## src/rtl/shot_evaluator.sv

```systemverilog
// shot_evaluator: debounced fire button, 4x4 shot evaluation and game status.
// Ports: clk, rst_n (async active-low), fire_btn (raw), row_sw/col_sw (target),
//   ship_map (occupancy, bit = row*4+col), new_game (sync clear);
//   HIT/FAIL (one-cycle pulses), all_sunk, out_of_shots, shot_count, hit_count.
// Optional: define SHOT_LIMIT_EN to enforce a MAX_SHOTS budget per game.
module shot_evaluator #(
   parameter int DEBOUNCE_CYCLES = 1_000_000,
   parameter int MAX_SHOTS       = 10
) (
   input  logic        clk,
   input  logic        rst_n,
   input  logic        fire_btn,
   input  logic [1:0]  row_sw,
   input  logic [1:0]  col_sw,
   input  logic [15:0] ship_map,
   input  logic        new_game,
   output logic        HIT,
   output logic        FAIL,
   output logic        all_sunk,
   output logic        out_of_shots,
   output logic [7:0]  shot_count,
   output logic [4:0]  hit_count
);

   localparam int CW = $clog2(DEBOUNCE_CYCLES);

   if (DEBOUNCE_CYCLES < 2 || MAX_SHOTS < 1 || MAX_SHOTS > 255) begin : g_param_chk
      $error("shot_evaluator: parameter out of range");
   end

   typedef enum logic [1:0] {
      IDLE,
      EVAL,
      REPORT,
      WAIT_RELEASE
   } state_t;

   state_t state;
   state_t state_nxt;

   logic          sync1;
   logic          sync2;
   logic          btn_db;
   logic [CW-1:0] db_cnt;
   logic [3:0]    idx;
   logic [15:0]   shot_mask;
   logic [15:0]   mask_nxt;
   logic          capture;
   logic          eval;
   logic          hit_cond;

   // Two-flop synchronizer followed by a run-length debouncer: the level
   // only flips once the synchronized value has disagreed for a full run.
   always_ff @(posedge clk or negedge rst_n) begin
      if (!rst_n) begin
         sync1  <= 1'b0;
         sync2  <= 1'b0;
         btn_db <= 1'b0;
         db_cnt <= '0;
      end else begin
         sync1 <= fire_btn;
         sync2 <= sync1;
         if (sync2 == btn_db) begin
            db_cnt <= '0;
         end else if (db_cnt == CW'(DEBOUNCE_CYCLES - 1)) begin
            btn_db <= sync2;
            db_cnt <= '0;
         end else begin
            db_cnt <= db_cnt + 1'b1;
         end
      end
   end

   always_ff @(posedge clk or negedge rst_n) begin
      if (!rst_n) state <= IDLE;
      else        state <= state_nxt;
   end

   always_comb begin
      state_nxt = state;
      capture   = 1'b0;
      eval      = 1'b0;
      unique case (state)
         IDLE: begin
            if (btn_db) begin
               if (!all_sunk && !out_of_shots) begin
                  state_nxt = EVAL;
                  capture   = 1'b1;
               end else begin
                  state_nxt = WAIT_RELEASE;
               end
            end
         end
         EVAL: begin
            state_nxt = REPORT;
            eval      = 1'b1;
         end
         REPORT: state_nxt = WAIT_RELEASE;
         WAIT_RELEASE: begin
            if (!btn_db) state_nxt = IDLE;
         end
         default: state_nxt = IDLE;
      endcase
      // A held button must not fire straight into a fresh game.
      if (new_game) begin
         state_nxt = WAIT_RELEASE;
         capture   = 1'b0;
         eval      = 1'b0;
      end
   end

   assign hit_cond = ship_map[idx] & ~shot_mask[idx];

   always_comb begin
      mask_nxt = shot_mask;
      if (new_game)  mask_nxt = '0;
      else if (eval) mask_nxt = shot_mask | (16'h0001 << idx);
   end

   always_ff @(posedge clk or negedge rst_n) begin
      if (!rst_n) begin
         idx        <= '0;
         shot_mask  <= '0;
         HIT        <= 1'b0;
         FAIL       <= 1'b0;
         shot_count <= '0;
         hit_count  <= '0;
         all_sunk   <= 1'b0;
      end else begin
         if (capture) idx <= {row_sw, col_sw};
         shot_mask <= mask_nxt;
         HIT       <= eval & hit_cond;
         FAIL      <= eval & ~hit_cond;
         if (new_game) begin
            shot_count <= '0;
            hit_count  <= '0;
         end else if (eval) begin
            if (shot_count != 8'hFF) shot_count <= shot_count + 1'b1;
            if (hit_cond)            hit_count  <= hit_count + 1'b1;
         end
         // Built from the next mask so it rises with the final HIT pulse.
         all_sunk <= !new_game && (ship_map != '0)
                     && ((ship_map & ~mask_nxt) == '0);
      end
   end

`ifdef SHOT_LIMIT_EN
   logic [7:0] shots_left;
   logic [7:0] left_nxt;

   always_comb begin
      left_nxt = shots_left;
      if (new_game)                       left_nxt = 8'(MAX_SHOTS);
      else if (eval && shots_left != '0)  left_nxt = shots_left - 1'b1;
   end

   always_ff @(posedge clk or negedge rst_n) begin
      if (!rst_n) begin
         shots_left   <= 8'(MAX_SHOTS);
         out_of_shots <= 1'b0;
      end else begin
         shots_left   <= left_nxt;
         out_of_shots <= !new_game && (left_nxt == '0);
      end
   end
`else
   assign out_of_shots = 1'b0;
`endif

endmodule

```

## config.mk

```make
export PLATFORM = sky130hd
export DESIGN_NAME = shot_evaluator
export DESIGN_NICKNAME = d
export VERILOG_FILES = /design/src/rtl/shot_evaluator.sv
export SDC_FILE = /design/constraint.sdc
export NUM_CORES = 1
export LEC_CHECK = 0
export ABC_AREA = 1
export BUFFER_PORTS_ARGS = -buffer_cell sky130_fd_sc_hd__buf_4
export CELL_PAD_IN_SITES_DETAIL_PLACEMENT = 1
export CELL_PAD_IN_SITES_GLOBAL_PLACEMENT = 1
export CORE_MARGIN = 1
export CORE_UTILIZATION = 43
export CTS_CLUSTER_DIAMETER = 150
export DETAILED_ROUTE_END_ITERATION = 6
export PLACE_DENSITY_LB_ADDON = 0.1
export SETUP_SLACK_MARGIN = 0.2
export SLEW_MARGIN = 20
export SYNTH_ARGS = -nofsm -noshare
export SYNTH_HDL_FRONTEND = slang
export SYNTH_SLANG_ARGS = --single-unit
export TNS_END_PERCENT = 50
```

## constraint.sdc

```tcl
create_clock -name clk -period 1.7 [get_ports clk]
set_input_delay 0 -clock clk [delete_from_list [all_inputs] [get_ports clk]]
set_output_delay 0 -clock clk [all_outputs]
set_load 0.005 [all_outputs]
```

-- Word-level counts from Yosys, hierarchy flattened
Index checks and enable logic that the tools add are counted.
- register bits: 61
- input port bits: 24
- magnitude comparators: 1
- reductions and logical operators: 13
- bitwise logic cells: 9
- add/sub/neg operators: 3
- muxes and demuxes: 25
- equality and inequality tests: 8
- shift-type cells: 1
- operators with widths (kind ; number):
    20-bit two-way mux ; 2
    16-bit two-way mux ; 2
    8-bit two-way mux ; 3
    20-bit by 1-bit adder with 20-bit output (second input constant) ; 1
    20-bit equality test (second input constant) ; 1
    16-bit AND ; 1
    16-bit logical NOT ; 1
    16-bit inverter ; 1
    16-bit OR ; 1
    16-bit nonzero test ; 1
    1-bit by 4-bit left shift with 16-bit output (first input constant) ; 1
    5-bit two-way mux ; 3
    8-bit by 1-bit adder with 8-bit output (second input constant) ; 1
    1-bit binary-select mux with 4-bit select ; 2
    1-bit two-way mux ; 8
    2-bit two-way mux ; 4
    8-bit != test (second input constant) ; 1
    2-bit case mux with 4 select lines ; 1
    2-bit AND reduction ; 4
    3-bit != test (second input constant) ; 2
    2-bit nonzero test ; 3
    5-bit by 1-bit adder with 5-bit output (second input constant) ; 1
    4-bit by 5-bit less-than comparator with 1-bit output (second input constant) ; 1
    2-bit equality test (second input constant) ; 2
    7 further kinds ; 12

-- Depth between registers and ports, before layout
- word-level depth: 9
- mapped depth: 12
- gate-level depth less buffers: 11

-- Least setup slack after synthesis
No wires, ideal clock.
- kind: register to register
- start: reg state[1]
- end: reg all_sunk
- buffers on the path: 0
- required time: 1629 ps
- period minus slack after synthesis: 1507 ps
- arrival: 1435 ps
- stages on the path, launching flop included: 11
- path slack: 193 ps
- cell sequence: dfrtp_1 -> inv_1 -> ha_1 -> nand2_2 -> nor2_4 -> a21oi_1 -> o21ai_0 -> nand2_1 -> nor2_1 -> nand2_1 -> nor2_1
- word-level cells in the longest chain between the ends: 9
- RTL lines (element ; line ; RTL):
    start: declaration ; 38 ; state_t state;
    start signal: assignment ; 76 ; else state <= state_nxt;
    2-bit by 1-bit equality test with 1-bit output ; 83 ; unique case (state)
    1-bit two-way mux ; 83 ;
    1-bit two-way mux ; 105 ; if (new_game) begin
    16-bit two-way mux ; 117 ; else if (eval) mask_nxt = shot_mask | (16'h0001 << idx);
    16-bit two-way mux ; 116 ; if (new_game) mask_nxt = '0;
    16-bit inverter ; 143 ; && ((ship_map & ~mask_nxt) == '0);
    16-bit AND ; 143 ;
    16-bit logical NOT ; 143 ;
    1-bit logical AND ; 143 ;
    end signal: assignment ; 142 ; all_sunk <= !new_game && (ship_map != '0)
    end: declaration ; 19 ; output logic all_sunk,
Every way passes these cells.
A chain may end at the register's enable or synchronous reset.

-- Final worst setup path
- start: reg state[1]
- end: reg state[1]
- word-level cells in the longest chain between the ends: 3
- RTL lines (element ; line):
    2-bit equality test, or another cell as far along ; 83
    2-bit case mux with 4 select lines or 3-bit != test (tied branches) ; --
    2-bit two-way mux or 2-bit AND reduction (tied branches) ; --
Several ways; a longest one is shown, not always the timed one.

==> flow_summary.ini <==
[die]
rows = 32
start_util_pct = 44.8
die_width_microns = 92.0
core_sq_mm = 0.00777
ioPinCount = 41
dieArea_sq_mm = 0.00846
die_h_microns = 92.0

[timing]
max_freq_mhz = 557
fin_crit_ns = 1.80
setup-violations-final = 4
setup_slack_ns = -0.0963
hold_viol_final = 0
finalMaxSlewViolations = 0
rsz0062_at_grt = true
fin_crit_sh_pct = 106
clock_skew_ns = 0.0118

[power]
internal_power_mw = 2.94
p_sw_mw = 1.42
seqPwrFrac_pct = 36.7
power_leakage_nw = 2.37
fin_total_pwr_mw = 4.36
switching_share_pct = 32.5
clkPwrFrac_pct = 35.3
pwr-share-comb_pct = 27.9
irDropWorstVdd_mv = 0.525
powerDensity_mw_per_mm2 = 848

[setup_path]
cpMaxStageDelayCell = dfrtp_1
arrival_ns = 2.08
crit_path_max_fanout = 3
cp.buffers_inverters = 5
r2r-end = state[1]
endpoint_kind = register
crit_path_cell_trace = inv_2 > buf_4 > buf_6 > buf_6 > ha_4 > nor3b_4 > a31oi_2 > buf_4 > nand2_1 > o21ai_1
ff2ff_setup_slack_ns = -0.1
r2r_start = state[1]
worstSetupStartpointType = register
worst_r2r_path_depth = 10
cp_slowest_stage_delay_ns = 0.38
cp.required_ns = 1.99
path_delay_family = buffers and inverters
crit_type = register to register

[global_route]
grt_max_degree = 35
antenna_found_initial = 0
track_usage_pct = 26.8
grt_overflow_total = 0
grt_pass1_vias = 3617
grt_pass1_wl_mm = 17.4

[run_status]
status = finished with violations
violations = setup timing

[clocking]
cts_buffers = 9
cts_max_path_buffers = 2
cts_tree = built
clkSlewWorstSetupHoldPaths_ns = 0.08
cts.sink_count = 61
htreeDepth = 3
root_buffer = clkbuf_8
clk_latency_ns = 0.35

[final_layout]
syn2layout_area_growth_pct = 47.7
regArea_sq_mm = 0.00153
finalInstanceArea_sq_mm = 0.00514
diodes = 0
fin_nets = 577
post-route-util_pct = 66.2
fillers = 857
mostFrequentLayoutCells = buf_4, nand2_1, dfrtp_1
drive_above_1_share_pct = 44.2
layout_commonest_cell = buf_4
multi_input_area_sq_mm = 0.00221

[drt]
via_per_inst = 5.71
num_vias = 3722
dr.first_iter.drc_count = 188
drtPass1Iterations = 4
wl_per_cell_microns = 22.7
drt_wl_total_mm = 14.8
drc = 0
drtAntennaViolNets = 0

[yosys]
synthDistinctLibCells = 36
avgSynthCellArea_sq_um = 7.88
synth_nets = 474
syn_area_sq_mm = 0.00348
ys_seq_area_share_pct = 43.8
ys_ff_latch = 61
yosysTopAreaCell = dfrtp_1
synth_top_area_share_pct = 43.8
ys.flop_type = dfrtp_1
yosys_warnings = 0
postSynth.asyncResetShare_pct = 100
synth_edf_count = 0
synth_area_leaders = dfrtp_1, nand2_1, nor2_1
syn_inst = 442

[place]
place_area_sq_mm = 0.00395
dp_hpwl_mm = 7.26
gp_congestion = 0.922
io_buffers = 39

[hold_path]
hold_end = all_sunk
hold_path.class = primary input to register
worstHoldStart = ship_map[13]
hold_depth = 6

[run]
maxCapViolCount = 0
kinds of logic (layout without fill, tap and decap cells):
| group | count (synthesis) | in the layout | synth area share, % |
|---|---|---|---|
| flip-flops | 61 | 61 | 43.8 |
| XOR/XNOR | 14 | 14 | 3.52 |
| buffers and inverters | 58 | 166 | 7.54 |
| AND/OR/NAND/NOR | 234 | 234 | 31.5 |
| adder cells (fa/ha/maj) | 8 | 8 | 2.87 |
| other | 1 | 1 | 0.108 |
| AO/OA/AOI/OAI | 66 | 66 | 10.7 |
registers in the layout, indices dropped and copies added, names as in the netlist:
name and count:
state 2, HIT 1, all_sunk 1, btn_db 1, sync2 1, sync1 1
hit_count 5, idx 4, db_cnt 20, shot_count 8, shot_mask 16, FAIL 1
cell usage after synthesis (all sizes together) (2+ instances only):
master	instances
buf	10
nand3	51
dfrtp	61
inv	47
xnor2	3
a21o	2
nand2	88
o21ai	27
nor3	10
nand4	8
a21oi	27
ha	8
o31ai	6
nor2	74
a31oi	3
xor2	11
worst reg2reg max path: stages (launching register included):
cell and delay [ns]:
dfrtp_1 0.38, inv_2 0.07, buf_4 0.14, buf_6 0.11
buf_6 0.12, ha_4 0.17, nor3b_4 0.16, a31oi_2 0.26
buf_4 0.18, nand2_1 0.05, o21ai_1 0.08
power by group through the flow:
stage	clock network, mW	logic, mW	registers [mW]
global route	1.60	1.29	1.61
detailed placement	0	0.640	1.62
finish	1.54	1.22	1.60
floorplan	0	0.353	1.61
global placement	0	0.609	1.61
CTS	1.50	0.827	1.59
per-layer routing:
metal | global-route usage (%) | vias up | share of wire (%)
met4 | 12.4 | 0 | 5.7
met1 | 32.3 | 1865 | 37
met2 | 46.7 | 149 | 53
met3 | 4.23 | 58 | 4.4
met5 | 0 | - | 0
li1 | - | 1650 | -
area by class of cell:
class	instances	area share, %
multi-input combinational	323	43.0
clock inverter	5	1.61
inverter	47	3.77
sequential	61	29.8
timing repair buffer	103	16.6
clock buffer	11	2.75
tap	102	2.48
worst max-delay path by stage:
stage,start,end,cells after the start
global route,state[0],all_sunk,10
CTS,state[1],all_sunk,10
finish,state[1],state[1],10
floorplan,state[1],all_sunk,10
global placement,state[1],all_sunk,9
detailed placement,state[1],all_sunk,10
per-stage QoR:
stage / hold WS (ns) / std cells / setup slack (ns) / TNS (ns)
after global placement: -0.00786 / 587 / 0.0790 / 0
after global routing: 0.0673 / 652 / -0.203 / -1.31
after CTS: 0.0239 / 628 / 0.0814 / 0
after floorplan: -0.296 / 442 / 0.207 / 0
after detailed placement: -0.0102 / 587 / -0.0310 / -0.0310
final: 0.0671 / 652 / -0.0963 / -0.247
repair_timing:
item / CTS / global route
gates cloned: 1 / 0
hold endpoints to repair: 40 / 0
setup endpoints to repair: 32 / 40
pin swaps: 12 / 49
hold buffers: 7 / 0
gates resized for setup: 32 / 130
setup buffers: 17 / 24
Power figures use the tool's default switching activity.
